<file path="config.mk">
export PLATFORM = sky130hd
export DESIGN_NAME = sisr_bist_ctrl
export DESIGN_NICKNAME = d
export VERILOG_FILES = /design/src/rtl/sisr_bist_pkg.sv /design/src/rtl/sisr_core.sv /design/src/rtl/sisr_bist_ctrl.sv
export SDC_FILE = /design/constraint.sdc
export NUM_CORES = 1
export LEC_CHECK = 0
export BUFFER_PORTS_ARGS = -buffer_cell sky130_fd_sc_hd__buf_2
export CORE_ASPECT_RATIO = 0.7
export CORE_UTILIZATION = 52
export CTS_CLUSTER_SIZE = 20
export DETAILED_ROUTE_END_ITERATION = 10
export PLACE_DENSITY = 0.8
export REMOVE_ABC_BUFFERS = 1
export SETUP_SLACK_MARGIN = 0.15
export SKIP_CTS_REPAIR_TIMING = 1
export SYNTH_ARGS = -nofsm -noshare
export SYNTH_HDL_FRONTEND = slang
export SYNTH_SLANG_ARGS = --single-unit
</file>
<file path="constraint.sdc">
create_clock -name clk -period 2 [get_ports clk]
set_input_delay 0.1 -clock clk [delete_from_list [all_inputs] [get_ports clk]]
set_output_delay 0.1 -clock clk [all_outputs]
set_load 0.03 [all_outputs]
</file>
<file path="src/rtl/sisr_bist_pkg.sv">
// Shared types and helpers for the SISR BIST controller slice.
// Holds the controller state encoding, the signature width, the PRPG seed
// and the serial-input signature register next-state function.
package sisr_bist_pkg;

   localparam int SIG_W = 4;

   localparam logic [SIG_W-1:0] PRPG_SEED = 4'b0001;

   typedef enum logic [1:0] {
      IDLE  = 2'd0,
      CLEAR = 2'd1,
      RUN   = 2'd2,
      CHECK = 2'd3
   } state_t;

   // One compaction step: the serial bit enters at q0, the feedback tap q3
   // also folds into q1, and the remaining stages simply shift up.
   function automatic logic [SIG_W-1:0] sisr_next(input logic [SIG_W-1:0] q,
                                                  input logic             i);
      logic [SIG_W-1:0] r;
      r[0] = i ^ q[3];
      r[1] = q[3] ^ q[0];
      r[2] = q[1];
      r[3] = q[2];
      return r;
   endfunction

endpackage

</file>
<file path="src/rtl/sisr_core.sv">
// 4-bit serial-input signature register.
// Cleared and advanced only through synchronous controls so that the
// controller never has to touch the asynchronous reset to start a session.
module sisr_core
   import sisr_bist_pkg::*;
(
   input  logic             clk,
   input  logic             rst_b,
   input  logic             clr,
   input  logic             en,
   input  logic             i,
   output logic [SIG_W-1:0] q
);

   // Signature register: clear wins over enable, otherwise compact one bit.
   always_ff @(posedge clk or negedge rst_b) begin
      if (!rst_b) begin
         q <= '0;
      end else if (clr) begin
         q <= '0;
      end else if (en) begin
         q <= sisr_next(q, i);
      end
   end

endmodule

</file>
<file path="src/rtl/sisr_bist_ctrl.sv">
// SISR BIST session controller: clears the signature register, compacts a
// programmed number of serial bits, then compares against a golden value and
// reports pass/fail with a one-cycle done pulse.
// Optional build macro SISR_BIST_PRPG_EN replaces the external bit stream with
// an internal 4-bit pattern generator that feeds one bit every RUN cycle.
module sisr_bist_ctrl
   import sisr_bist_pkg::*;
#(
   parameter int CNT_W = 8
)
(
   input  logic             clk,
   input  logic             rst_b,
   input  logic             start,
   input  logic             abort,
   input  logic [CNT_W-1:0] len,
   input  logic [SIG_W-1:0] golden,
   input  logic             bit_i,
   input  logic             bit_vld,
   output logic             bit_rdy,
   output logic             busy,
   output logic             done,
   output logic             pass,
   output logic [SIG_W-1:0] sig
);

   state_t           state_q, state_d;
   logic [CNT_W-1:0] cnt_q, cnt_d;
   logic [SIG_W-1:0] gold_q, gold_d;
   logic             pass_q, pass_d;
   logic             done_q, done_d;
   logic             sigClr;
   logic             sigEn;
   logic             feedBit;
   logic             rdyRun;

`ifdef SISR_BIST_PRPG_EN
   logic [SIG_W-1:0] prpg_q, prpg_d;
   logic [SIG_W-1:0] prpgAdv;

   // The generator advances first and the freshly shifted-in MSB is the bit
   // compacted in that cycle, so a seed of 0001 yields the stream 0,0,1,0.
   assign prpgAdv = {prpg_q[2:0], prpg_q[3] ^ prpg_q[2]};
   assign feedBit = prpgAdv[3];
   assign bit_rdy = 1'b0;

   // Pattern generator: reseeded in CLEAR, stepped on every compacted bit.
   always_comb begin
      prpg_d = prpg_q;
      if (state_q == CLEAR && !abort) begin
         prpg_d = PRPG_SEED;
      end else if (sigEn) begin
         prpg_d = prpgAdv;
      end
   end

   // Pattern generator register.
   always_ff @(posedge clk or negedge rst_b) begin
      if (!rst_b) begin
         prpg_q <= '0;
      end else begin
         prpg_q <= prpg_d;
      end
   end
`else
   assign feedBit = bit_i;
   assign bit_rdy = rdyRun;
`endif

   // Next-state and datapath control; abort always wins over any progress so
   // that signature and pass freeze exactly where the session stopped.
   always_comb begin
      state_d = state_q;
      cnt_d   = cnt_q;
      gold_d  = gold_q;
      pass_d  = pass_q;
      done_d  = 1'b0;
      sigClr  = 1'b0;
      sigEn   = 1'b0;
      rdyRun  = 1'b0;
      case (state_q)
         IDLE: begin
            if (start) begin
               state_d = CLEAR;
               cnt_d   = len;
               gold_d  = golden;
            end
         end
         CLEAR: begin
            if (abort) begin
               state_d = IDLE;
            end else begin
               sigClr  = 1'b1;
               pass_d  = 1'b0;
               state_d = (cnt_q == '0) ? CHECK : RUN;
            end
         end
         RUN: begin
            rdyRun = 1'b1;
            if (abort) begin
               state_d = IDLE;
`ifdef SISR_BIST_PRPG_EN
            end else begin
`else
            end else if (bit_vld) begin
`endif
               sigEn = 1'b1;
               cnt_d = cnt_q - CNT_W'(1);
               if (cnt_q == CNT_W'(1)) begin
                  state_d = CHECK;
               end
            end
         end
         CHECK: begin
            state_d = IDLE;
            if (!abort) begin
               pass_d = (sig == gold_q);
               done_d = 1'b1;
            end
         end
         default: begin
            state_d = IDLE;
         end
      endcase
   end

   // Controller registers: state, remaining-bit counter, golden copy, result.
   always_ff @(posedge clk or negedge rst_b) begin
      if (!rst_b) begin
         state_q <= IDLE;
         cnt_q   <= '0;
         gold_q  <= '0;
         pass_q  <= 1'b0;
         done_q  <= 1'b0;
      end else begin
         state_q <= state_d;
         cnt_q   <= cnt_d;
         gold_q  <= gold_d;
         pass_q  <= pass_d;
         done_q  <= done_d;
      end
   end

   sisr_core uSisr (
      .clk   (clk),
      .rst_b (rst_b),
      .clr   (sigClr),
      .en    (sigEn),
      .i     (feedBit),
      .q     (sig)
   );

   assign busy = (state_q != IDLE);
   assign done = done_q;
   assign pass = pass_q;

endmodule

</file>
# Word level (Yosys, flattened, before mapping)
# Index checks and enable logic that the tools add are counted.
# Widths: inputs -> output; s select.
totals:
  regBits: 20
  latchBits: 0
  ramBits: 0
  rom_bits: 0
  inputBits: 18
  out_inout_bits: 8
  wordCells: 54
  n_memories: 0
op_classes:
  n_addsub: 1
  mul: 0
  div: 0
  order_cmp: 0
  n_eq_ne: 12
  shift: 0
  mux: 23
  bitwise: 2
  reduce_logical: 10
op_table:
  columns: ["operator", "count"]
  rows:
  - ["$mux 8", 3]
  - ["$pmux 8 s2", 1]
  - ["$mux 1", 10]
  - ["$mux 2", 5]
  - ["$ne 2x2->1 const B", 5]
  - ["$eq 8x1->1 const B", 1]
  - ["$logic_not 8->1", 1]
  - ["$mux 4", 2]
  - ["$pmux 2 s4", 1]
  - ["$reduce_bool 2->1", 4]
  - ["$sub 8x1->8 const B", 1]
  - ["$ne 3x3->1 const B", 2]
  - ["$reduce_and 3->1", 2]
  - ["$eq 2x2->1 const B", 2]
  - ["$eq 4x4->1", 1]
  - ["$reduce_and 4->1", 1]
  - ["$eq 2x1->1 const B", 1]
  - ["$logic_not 2->1", 1]
  - ["$pmux 1 s2", 1]
  - ["$reduce_and 2->1", 1]
  - ["$xor 1x1->1", 2]

# Depth between registers and ports, before layout
# Gate-level depths: netlist (run 1).
depth:
  depth_word: 5
  depth_mapped: 6
  depth_no_buf: 6

# By module
# From an unflattened synthesis (run 1), not the netlist that was laid out.
hier_totals:
  hier_cells: 113
  area_unflattened_um2: 1113.6
by_module_without_submodules:
  columns: ["module", "n_inst", "cells_per_inst", "area_each_um2"]
  rows:
  - ["sisr_bist_ctrl", 1, 98, 930.9]
  - ["sisr_core", 1, 15, 182.7]

# Least setup slack after synthesis (run 1)
# No wires, ideal clock.
synth_path:
  kind: "register -> register"
  from: "register cnt_q[0]"
  to: "register cnt_q[6]"
  arrival_ns: 1.452
  t_required_ns: 1.876
  setup_slack_ns: 0.424
  path_stages_with_launch: 7
  synth_period_minus_slack_ns: 1.576
  path_cell_list: "dfrtp_1 > inv_1 > ha_1 > or3b_2 > nor3_1 > o21ai_0 > o2bb2ai_1"
synth_via:
  elab_chain_len: 4
synth_rtl:
  columns: ["item", "line", "source"]
  rows:
  - ["start: declaration", "sisr_bist_ctrl.sv:28", "logic [CNT_W-1:0] cnt_q, cnt_d;"]
  - ["start signal: assignment", "sisr_bist_ctrl.sv:137", "cnt_q <= cnt_d;"]
  - ["$sub 8x1->8", "sisr_bist_ctrl.sv:108", "cnt_d = cnt_q - CNT_W'(1);"]
  - ["$mux 8", "sisr_bist_ctrl.sv:105", "end else if (bit_vld) begin"]
  - ["$mux 8", "sisr_bist_ctrl.sv:100", "if (abort) begin"]
  - ["$pmux 8 s2", "sisr_bist_ctrl.sv:81", "case (state_q)"]
# Every way passes these cells. The select of a mux whose other input is x is not followed.
# A chain may end at the register's enable or synchronous reset.

# Final worst setup path (run 1)
# Ends and elaborated chain as after synthesis.

==> impl_metrics.py, run 1 <==
metrics = {
    "critical_path": {
        "r2r_setup_slack_ps": 280,
        "required_ps": 2200,
        "r2r_end": "cnt_q[6]$_DFFE_PN0P_",
        "path_class": "reg2reg",
        "cp_max_fo": 4,
        "reg2reg_depth": 6,
        "reg2reg_from": "cnt_q[0]$_DFFE_PN0P_",
        "critPathCaptureType": "flip-flop",
        "critPathLaunchType": "flip-flop",
        "critical_path_arrival_ps": 1930,
    },
    "yosys": {
        "ys.flop_type": "dfrtp_1",
        "yosysSeqAreaShare_pct": 44.7,
        "synth.distinct_cells": 35,
        "syn_area_um2": 1120,
        "synthArstFlopShare_pct": 100,
        "synth_edf_count": 0,
        "synthCells": 119,
        "yosysWarnings": 0,
        "avgSynthCellArea_um2": 9.40,
        "ys_ff_latch": 20,
    },
    "global_routing": {
        "grt_pass1_wl_mm": 3.79,
        "grt_usage_pct": 22.6,
        "antenna_found_initial": 0,
        "overflow": 0,
        "grt_max_degree": 21,
        "grt_pass1_vias": 832,
    },
    "route": {
        "drc_errors": 1,
        "drt_iter0_markers": 29,
        "routed_wl_mm": 2.34,
        "vias": 947,
        "drt_first_pass_iters": 7,
        "wl_per_cell_um": 14.0,
        "ant_nets": 0,
        "viasPerCell": 5.67,
    },
    "hold_path": {
        "holdPathStages": 2,
        "hold_path.startpoint": "golden[3]",
        "min_to": "gold_q[3]$_DFFE_PN0P_",
        "hold_class": "in2reg",
    },
    "floorplan": {
        "io_pins": 26,
        "die_y_um": 40.8,
        "start_util_pct": 57.8,
        "rows": 13,
        "core_um2": 1940,
        "dieWidth_um": 57.4,
        "die_area_um2": 2340,
    },
    "run": {
        "maxCapViolCount": 0,
    },
    "layout": {
        "fin_area_um2": 1300,
        "layout.nets": 167,
        "fin_cells": 167,
        "multi_input_area_um2": 577,
        "diodes": 0,
        "nFillCells": 170,
        "seqCellArea_um2": 500,
        "area_growth_pct": 16.4,
        "drive_gt1_share_pct": 29.0,
    },
    "timing": {
        "period_minus_slack_ps": 1720,
        "hold_viol_final": 0,
        "skew_ps": 12.2,
        "hold_slack_ps": 11.1,
        "post-route-period-util_pct": 86.2,
        "tns_ps": 0,
        "finalSetupViolCount": 0,
        "fmax_mhz": 580,
        "slew_headroom_pct": 69.8,
        "rsz0062_at_grt": "no",
        "finalMaxSlewViolations": 0,
        "tightest_slew_ps": 452,
    },
    "clocking": {
        "clkLatencyLatePin_ps": 310,
        "cts_tree": "done",
        "numCtsBuffers": 3,
        "clockBufferDepth": 2,
        "cts-root-buf": "clkbuf_4",
        "cts_max_level": 1,
        "path_clk_slew_ps": 120,
        "cts_sinks": 20,
    },
    "power": {
        "leakagePower_nw": 0.596,
        "ir_drop_uv": 662,
        "total_power_mw": 1.56,
        "p_per_area_nw_per_um2": 1190,
    },
    "placed_design": {
        "dp_hpwl_mm": 1.75,
        "place_congestion": 0.818,
        "dp_cells": 162,
        "placed_cell_area_um2": 1260,
        "numPortBuffers": 25,
    },
    "run_status": {
        "violations": "design-rule violations",
        "status": "finished with violations",
    },
}
==> worst max path at each step <==
stage / startpoint / endpoint / slack (ps)
after floorplan: state_q[0]$_DFFE_PN0P_ / cnt_q[4]$_DFFE_PN0P_ / 250
after global placement: cnt_q[0]$_DFFE_PN0P_ / cnt_q[6]$_DFFE_PN0P_ / 360
after detailed placement: cnt_q[0]$_DFFE_PN0P_ / cnt_q[6]$_DFFE_PN0P_ / 280
after CTS: cnt_q[0]$_DFFE_PN0P_ / cnt_q[6]$_DFFE_PN0P_ / 280
after global routing: cnt_q[0]$_DFFE_PN0P_ / cnt_q[6]$_DFFE_PN0P_ / 180
final: cnt_q[0]$_DFFE_PN0P_ / cnt_q[6]$_DFFE_PN0P_ / 280
==> final cells by class <==
cell class	instances	share of cell area [%]
clock buffer	4	2.79
inverter	5	1.44
multi-input combinational	89	44.3
sequential	20	38.4
tap	22	2.11
timing repair buffer	27	11.0
==> cells in the mapped netlist (2+ instances only) <==
cell / n / area share [%]
a21o_1: 2 / 1.3
a21oi_1: 8 / 3.6
a22oi_1: 2 / 1.3
a32oi_1: 2 / 1.6
and2_1: 2 / 1.1
buf_2: 3 / 1.3
clkbuf_1: 2 / 0.67
dfrtp_1: 20 / 45
ha_1: 3 / 3.4
inv_1: 5 / 1.7
mux2_2: 4 / 4.0
nand2_1: 9 / 3.0
nand2b_1: 4 / 2.2
nand3_1: 2 / 0.89
nor2_1: 7 / 2.3
nor2_2: 2 / 1.1
nor3_1: 6 / 2.7
o21ai_0: 9 / 4.0
o21ai_1: 5 / 2.2
o2bb2ai_1: 3 / 2.3
xnor2_1: 3 / 2.3
xor2_1: 3 / 2.3
==> where the power goes <==
group          switching [mW]  internal (mW)
combinational           0.343          0.264
sequential              0.176          0.532
clock                   0.128          0.111
total                   0.648          0.908
==> worst max-delay path, cell delays in order (launching register included) <==
cell and delay [ps]:
dfrtp_1 420, inv_1 130, ha_1 190, or3b_2 500
nor3_1 140, o21ai_0 90, o2bb2ai_1 140
==> metrics by stage <==
step                utilization, %  setup slack (ps)
detailed placement            64.9               283
CTS                           66.8               285
floorplan                        -               245
global route                  67.3               184
finish                        67.3               276
global placement              64.9               360
==> metal layers <==
layer | GRT usage [%] | vias up | part of all wire [%]
met1 | 30.7 | 442 | 50
met2 | 35.2 | 23 | 43
li1 | - | 477 | -
met3 | 6.62 | 5 | 6.2
met4 | 7.93 | 0 | 0.90
met5 | 0 | - | 0
==> state kept, by name, indices dropped and copies added (netlist names) <==
name,flops
cnt_q,8
gold_q,4
uSisr.q,4
state_q,2
done,1
pass,1
==> cell families (layout without fill, tap and decap cells) <==
group,Yosys count,count (layout),share of synthesized area [%]
DFF,20,20,44.7
buffers and inverters,10,36,3.69
muxes,4,4,4.03
AOI/OAI and AO/OA,36,36,20.1
and+or+nand+nor,40,40,19.4
adders and majority gates,3,3,3.36
xor gates and xnor gates,6,6,4.70
==> cells in the final DEF, fill, tap and decap left out, drive strengths merged, types with 3 or more instances in the layout <==
cell type / netlist / final
o21ai: 14 / 14
nor2: 9 / 9
xnor2: 3 / 3
clkbuf: 2 / 4
nand2b: 4 / 4
buf: 3 / 26
ha: 3 / 3
dfrtp: 20 / 20
a21oi: 9 / 9
xor2: 3 / 3
mux2: 4 / 4
o2bb2ai: 3 / 3
inv: 5 / 5
nand2: 9 / 9
nor3: 6 / 6
Note: power is estimated with default switching activity, not from simulation.
==> run 2, diff against run 1 <==
--- a/config.mk
+++ b/config.mk
@@ -6,7 +6,7 @@
 export NUM_CORES = 1
 export LEC_CHECK = 0
 export BUFFER_PORTS_ARGS = -buffer_cell sky130_fd_sc_hd__buf_2
-export CORE_ASPECT_RATIO = 0.7
+export CORE_ASPECT_RATIO = 0.75
 export CORE_UTILIZATION = 52
 export CTS_CLUSTER_SIZE = 20
 export DETAILED_ROUTE_END_ITERATION = 10
@@ -14,6 +14,7 @@
 export REMOVE_ABC_BUFFERS = 1
 export SETUP_SLACK_MARGIN = 0.15
 export SKIP_CTS_REPAIR_TIMING = 1
+export SKIP_LAST_GASP = 1
 export SYNTH_ARGS = -nofsm -noshare
 export SYNTH_HDL_FRONTEND = slang
 export SYNTH_SLANG_ARGS = --single-unit
==> run 2 against run 1 <==
The flow now finishes without violations. Hold slack improved by 6.7 ps. Highest routed layer unchanged. Critical path depth unchanged. Largest power group unchanged. Sequential cell count unchanged. Global-route usage increased by 2.4 points. Die area about the same.
==> impl_metrics.py, run 2 (synthesis results as in run 1) <==
metrics = {
    "layout": {
        "diodes": 0,
        "fin_area_um2": 1310,
        "top_regs": "cnt_q x8, gold_q x4, uSisr.q x4",
        "drive_gt1_share_pct": 30.1,
        "area_growth_pct": 17.3,
        "layout.nets": 168,
        "nFillCells": 154,
        "most-common-layout-cells": "buf_2, dfrtp_1, nand2_1, o21ai_0, a21oi_1",
        "mostFrequentLayoutCell": "buf_2",
        "top_register": "cnt_q",
        "largest_reg_flops": 8,
        "fin_cells": 170,
    },
    "clocking": {
        "numCtsBuffers": 3,
        "clockBufferDepth": 2,
        "cts_sinks": 20,
        "cts_tree": "done",
        "clkLatencyLatePin_ps": 310,
        "path_clk_slew_ps": 110,
        "cts_max_level": 1,
        "cts-root-buf": "clkbuf_4",
    },
    "placed_design": {
        "dp_hpwl_mm": 1.94,
        "dp_cells": 165,
        "numPortBuffers": 25,
        "place_congestion": 0.871,
        "placed_cell_area_um2": 1270,
    },
    "route": {
        "ant_nets": 0,
        "drc_errors": 0,
        "wl_met2_mm": 1.17,
        "drt_first_pass_iters": 4,
        "viasPerCell": 5.86,
        "wl_met1_mm": 1.16,
        "drt_iter0_markers": 22,
        "vias": 996,
        "dr_wl_met3_um": 158,
        "highest_layer": "met4",
        "routed_wl_mm": 2.53,
        "wl_per_cell_um": 14.9,
    },
    "power": {
        "p_per_area_nw_per_um2": 1210,
        "switchingPower_uw": 675,
        "p_int_uw": 915,
        "total_power_mw": 1.59,
        "seqPwrFrac_pct": 45.3,
        "ir_drop_uv": 756,
        "leakagePower_nw": 0.600,
        "switching_share_pct": 42.4,
        "power_frac_comb_pct": 39.6,
        "clkPwrFrac_pct": 15.1,
    },
    "hold_path": {
        "min_to": "state_q[1]$_DFFE_PN0P_",
        "holdPathStages": 2,
        "hold_class": "in2reg",
        "hold_path.startpoint": "abort",
    },
    "critical_path": {
        "reg2reg_depth": 6,
        "r2r_end": "cnt_q[4]$_DFFE_PN0P_",
        "critPathCaptureType": "flip-flop",
        "critPathMaxStageDelay_ps": 500,
        "r2r_setup_slack_ps": 240,
        "path_class": "reg2reg",
        "path_cells": "inv_1, ha_1, or3b_2, and2_1, o21ai_1, o21ai_1",
        "worst_path_most_repeated_cell": "o21ai_1",
        "critPathSlowestCell": "or3b_2",
        "cp_top_family": "simple AND/OR/NAND/NOR gates",
        "critical_path_arrival_ps": 1950,
        "critPathLaunchType": "flip-flop",
        "required_ps": 2190,
        "crit_buf_inv": 1,
        "reg2reg_from": "cnt_q[1]$_DFFE_PN0P_",
        "cp_max_fo": 4,
    },
    "global_routing": {
        "grt_usage_pct": 25.1,
        "grt_pass1_vias": 934,
        "grt_max_degree": 21,
        "overflow": 0,
        "grt_pass1_wl_mm": 4.42,
        "antenna_found_initial": 0,
    },
    "timing": {
        "hold_slack_ps": 17.8,
        "finalMaxSlewViolations": 0,
        "tns_ps": 0,
        "fmax_mhz": 568,
        "finalSetupViolCount": 0,
        "tightest_slew_ps": 461,
        "rsz0062_at_grt": "no",
        "period_minus_slack_ps": 1760,
        "hold_viol_final": 0,
        "slew_headroom_pct": 69.3,
        "post-route-period-util_pct": 88.1,
        "skew_ps": 10.5,
    },
    "floorplan": {
        "start_util_pct": 55.5,
        "io_pins": 26,
        "die_y_um": 42.2,
        "dieWidth_um": 55.6,
        "die_area_um2": 2340,
        "rows": 14,
        "core_um2": 2010,
    },
    "run": {
        "maxCapViolCount": 0,
    },
    "run_status": {
        "status": "finished, final reports clean",
    },
}
-- run 2: area by class of cell --
| class | count | area (um2) | area share (%) |
|---|---|---|---|
| Timing Repair Buffer | 28 | 150 | 11.4 |
| Clock buffer | 4 | 36.3 | 2.76 |
| Tap cell | 24 | 30.0 | 2.29 |
| Inverter | 5 | 18.8 | 1.43 |
| Multi-Input combinational cell | 89 | 577 | 43.9 |
| Sequential cell | 20 | 500 | 38.1 |
-- run 2: metrics by stage --
stage / util [%] / worst slack, ps
after global placement: 62.9 / 375
after CTS: 64.7 / 237
final: 65.2 / 239
after global routing: 65.2 / 170
after detailed placement: 62.9 / 255
after floorplan: - / 245
-- run 2: power groups by stage --
stage	registers, mW	logic, mW	clock network, mW
after floorplan	0.758	0.377	0
after global placement	0.708	0.600	0
after detailed placement	0.723	0.628	0
after CTS	0.713	0.629	0.244
after global routing	0.737	0.697	0.265
final	0.719	0.629	0.241
-- run 2: metal layers --
metal  vias up  global-route usage [%]
li1        481                       -
met1       466                    34.9
met2        39                    37.3
met3        10                    7.41
met4         0                    9.00
met5         -                       0
-- run 2: how the worst max path moves through the flow --
stage	start	to	depth (start not counted)
floorplan	state_q[0]$_DFFE_PN0P_	cnt_q[4]$_DFFE_PN0P_	5
detailed placement	cnt_q[0]$_DFFE_PN0P_	cnt_q[4]$_DFFE_PN0P_	6
CTS	cnt_q[0]$_DFFE_PN0P_	cnt_q[4]$_DFFE_PN0P_	6
global route	cnt_q[1]$_DFFE_PN0P_	cnt_q[4]$_DFFE_PN0P_	6
finish	cnt_q[1]$_DFFE_PN0P_	cnt_q[4]$_DFFE_PN0P_	6
global placement	cnt_q[0]$_DFFE_PN0P_	cnt_q[6]$_DFFE_PN0P_	6
==> run 3, diff against run 2 <==
--- a/config.mk
+++ b/config.mk
@@ -7,10 +7,11 @@
 export LEC_CHECK = 0
 export BUFFER_PORTS_ARGS = -buffer_cell sky130_fd_sc_hd__buf_2
 export CORE_ASPECT_RATIO = 0.75
-export CORE_UTILIZATION = 52
+export CORE_UTILIZATION = 55
+export CTS_BUF_LIST = sky130_fd_sc_hd__clkbuf_8
 export CTS_CLUSTER_SIZE = 20
 export DETAILED_ROUTE_END_ITERATION = 10
-export PLACE_DENSITY = 0.8
+export PLACE_DENSITY = 0.84
 export REMOVE_ABC_BUFFERS = 1
 export SETUP_SLACK_MARGIN = 0.15
 export SKIP_CTS_REPAIR_TIMING = 1
==> run 3 against run 2 <==
Design area up 2.5%. Clock power up 67%. Hold slack better by 50 ps. Fmax increased by 0.90%. Setup slack better by 16 ps. Largest cell class unchanged. Power up 9.6%. Sequential cell count stayed put. Clock-buffer cell count fell by 1. Clock skew decreased by 2.2 ps. Global-route usage is 0.19 points higher. Critical path type unchanged.
==> impl_metrics.py, run 3 (synthesis results as in run 1) <==
metrics = {
    "floorplan": {
        "start_util_pct": 61.4,
        "rows": 13,
        "core_um2": 1820,
        "dieWidth_um": 54.1,
        "io_pins": 26,
        "die_y_um": 41.1,
        "die_area_um2": 2220,
    },
    "critical_path": {
        "r2r_setup_slack_ps": 250,
        "critical_path_arrival_ps": 1880,
        "cp_max_fo": 4,
        "critPathLaunchType": "flip-flop",
        "path_class": "reg2reg",
        "required_ps": 2140,
        "critPathCaptureType": "flip-flop",
        "path_cells": "inv_1, ha_1, or3b_2, nor3_1, o21ai_0, o2bb2ai_1",
        "critPathSlowestCell": "or3b_2",
        "critPathMaxStageDelay_ps": 500,
    },
    "timing": {
        "fmax_mhz": 573,
        "finalSetupViolCount": 0,
        "slew_headroom_pct": 70.2,
        "skew_ps": 8.26,
        "tns_ps": 0,
        "period_minus_slack_ps": 1750,
        "hold_slack_ps": 67.7,
        "rsz0062_at_grt": "no",
        "finalMaxSlewViolations": 0,
        "hold_viol_final": 0,
        "post-route-period-util_pct": 87.3,
        "tightest_slew_ps": 447,
    },
    "clocking": {
        "cts_sinks": 20,
        "cts_tree": "done",
        "path_clk_slew_ps": 80,
        "clockBufferDepth": 2,
        "cts_max_level": 1,
        "numCtsBuffers": 3,
        "clkLatencyLatePin_ps": 260,
        "cts-root-buf": "clkbuf_8",
    },
    "placed_design": {
        "place_congestion": 0.869,
        "dp_hpwl_mm": 1.77,
        "numPortBuffers": 25,
    },
    "global_routing": {
        "grt_pass1_wl_mm": 3.76,
        "grt_max_degree": 21,
        "antenna_found_initial": 0,
        "grt_pass1_vias": 814,
        "overflow": 0,
        "grt_usage_pct": 25.2,
    },
    "run_status": {
        "status": "finished, final reports clean",
    },
    "power": {
        "p_per_area_nw_per_um2": 1300,
        "ir_drop_uv": 957,
        "leakagePower_nw": 0.615,
    },
    "layout": {
        "nFillCells": 146,
        "mostFrequentLayoutCell": "buf_2",
        "top_register": "cnt_q",
        "drive_gt1_share_pct": 29.5,
        "area_growth_pct": 20.2,
        "diodes": 0,
        "layout.nets": 168,
        "top_regs": "cnt_q x8, gold_q x4, uSisr.q x4",
        "most-common-layout-cells": "buf_2, dfrtp_1, nand2_1, o21ai_0, a21oi_1",
        "largest_reg_flops": 8,
    },
    "route": {
        "drc_errors": 0,
        "viasPerCell": 5.86,
        "routed_wl_mm": 2.45,
        "wl_per_cell_um": 14.6,
        "drt_iter0_markers": 31,
        "drt_first_pass_iters": 4,
        "vias": 985,
        "ant_nets": 0,
    },
    "run": {
        "maxCapViolCount": 0,
    },
    "hold_path": {
        "hold_class": "in2reg",
    },
}
## run 3: cell types whose count changed in the layout (fill, tap and decap cells not counted), sizes merged
cell	delta
clkbuf	-1
bufinv	+1
## run 3: critical path: cells and delay by family, from the launching register on
family | cells | cell delay, ps
AND/OR/NAND/NOR | 2 | 650
flip-flops | 1 | 410
AO/OA/AOI/OAI | 2 | 230
adder cells (fa/ha/maj) | 1 | 200
buffers and inverters | 1 | 130
## run 3: path summary, 6_finish.rpt
check / start / end / cells past startpoint
setup / recovery: cnt_q[0]$_DFFE_PN0P_ / cnt_q[6]$_DFFE_PN0P_ / 6
hold / removal: golden[0] / gold_q[0]$_DFFE_PN0P_ / 2
setup reg to reg: cnt_q[0]$_DFFE_PN0P_ / cnt_q[6]$_DFFE_PN0P_ / 6
hold reg to reg: pass$_DFFE_PN0P_ / pass$_DFFE_PN0P_ / 1
max in group asynchronous: rst_b / cnt_q[1]$_DFFE_PN0P_ / 2
min in group asynchronous: rst_b / cnt_q[5]$_DFFE_PN0P_ / 2
## run 3: report_power, final
| part | internal, mW | switching, mW |
|---|---|---|
| Sequential | 0.533 | 0.176 |
| Clock | 0.267 | 0.135 |
| Combinational | 0.269 | 0.362 |
## run 3: area by class of cell
type	instances	area (um2)	area share, %
multi-input combinational	89	577	42.9
sequential	20	500	37.2
timing repair buffer	28	150	11.2
clock buffer	3	41.3	3.07
clock inverter	1	30.0	2.23
tap	22	27.5	2.05
inverter	5	18.8	1.40
## run 3: layer usage
metal,routed length [um],share of wire [%],GRT usage (%)
met2,1060,43,38.6
met3,183,7.5,7.41
met4,37,1.5,9.62
met1,1170,48,33.9
met5,0,0,0
## run 3: stage by stage
step | setup WS [ps] | util, % | area [um2] | cells | power (mW)
after global routing | 159 | 73.8 | 1350 | 168 | 1.84
after global placement | 368 | 69.4 | 1260 | 163 | 1.30
after detailed placement | 271 | 69.4 | 1260 | 163 | 1.33
after CTS | 256 | 73.3 | 1340 | 167 | 1.74
after floorplan | 245 | - | 1100 | 114 | 1.14
final | 254 | 73.8 | 1350 | 168 | 1.74
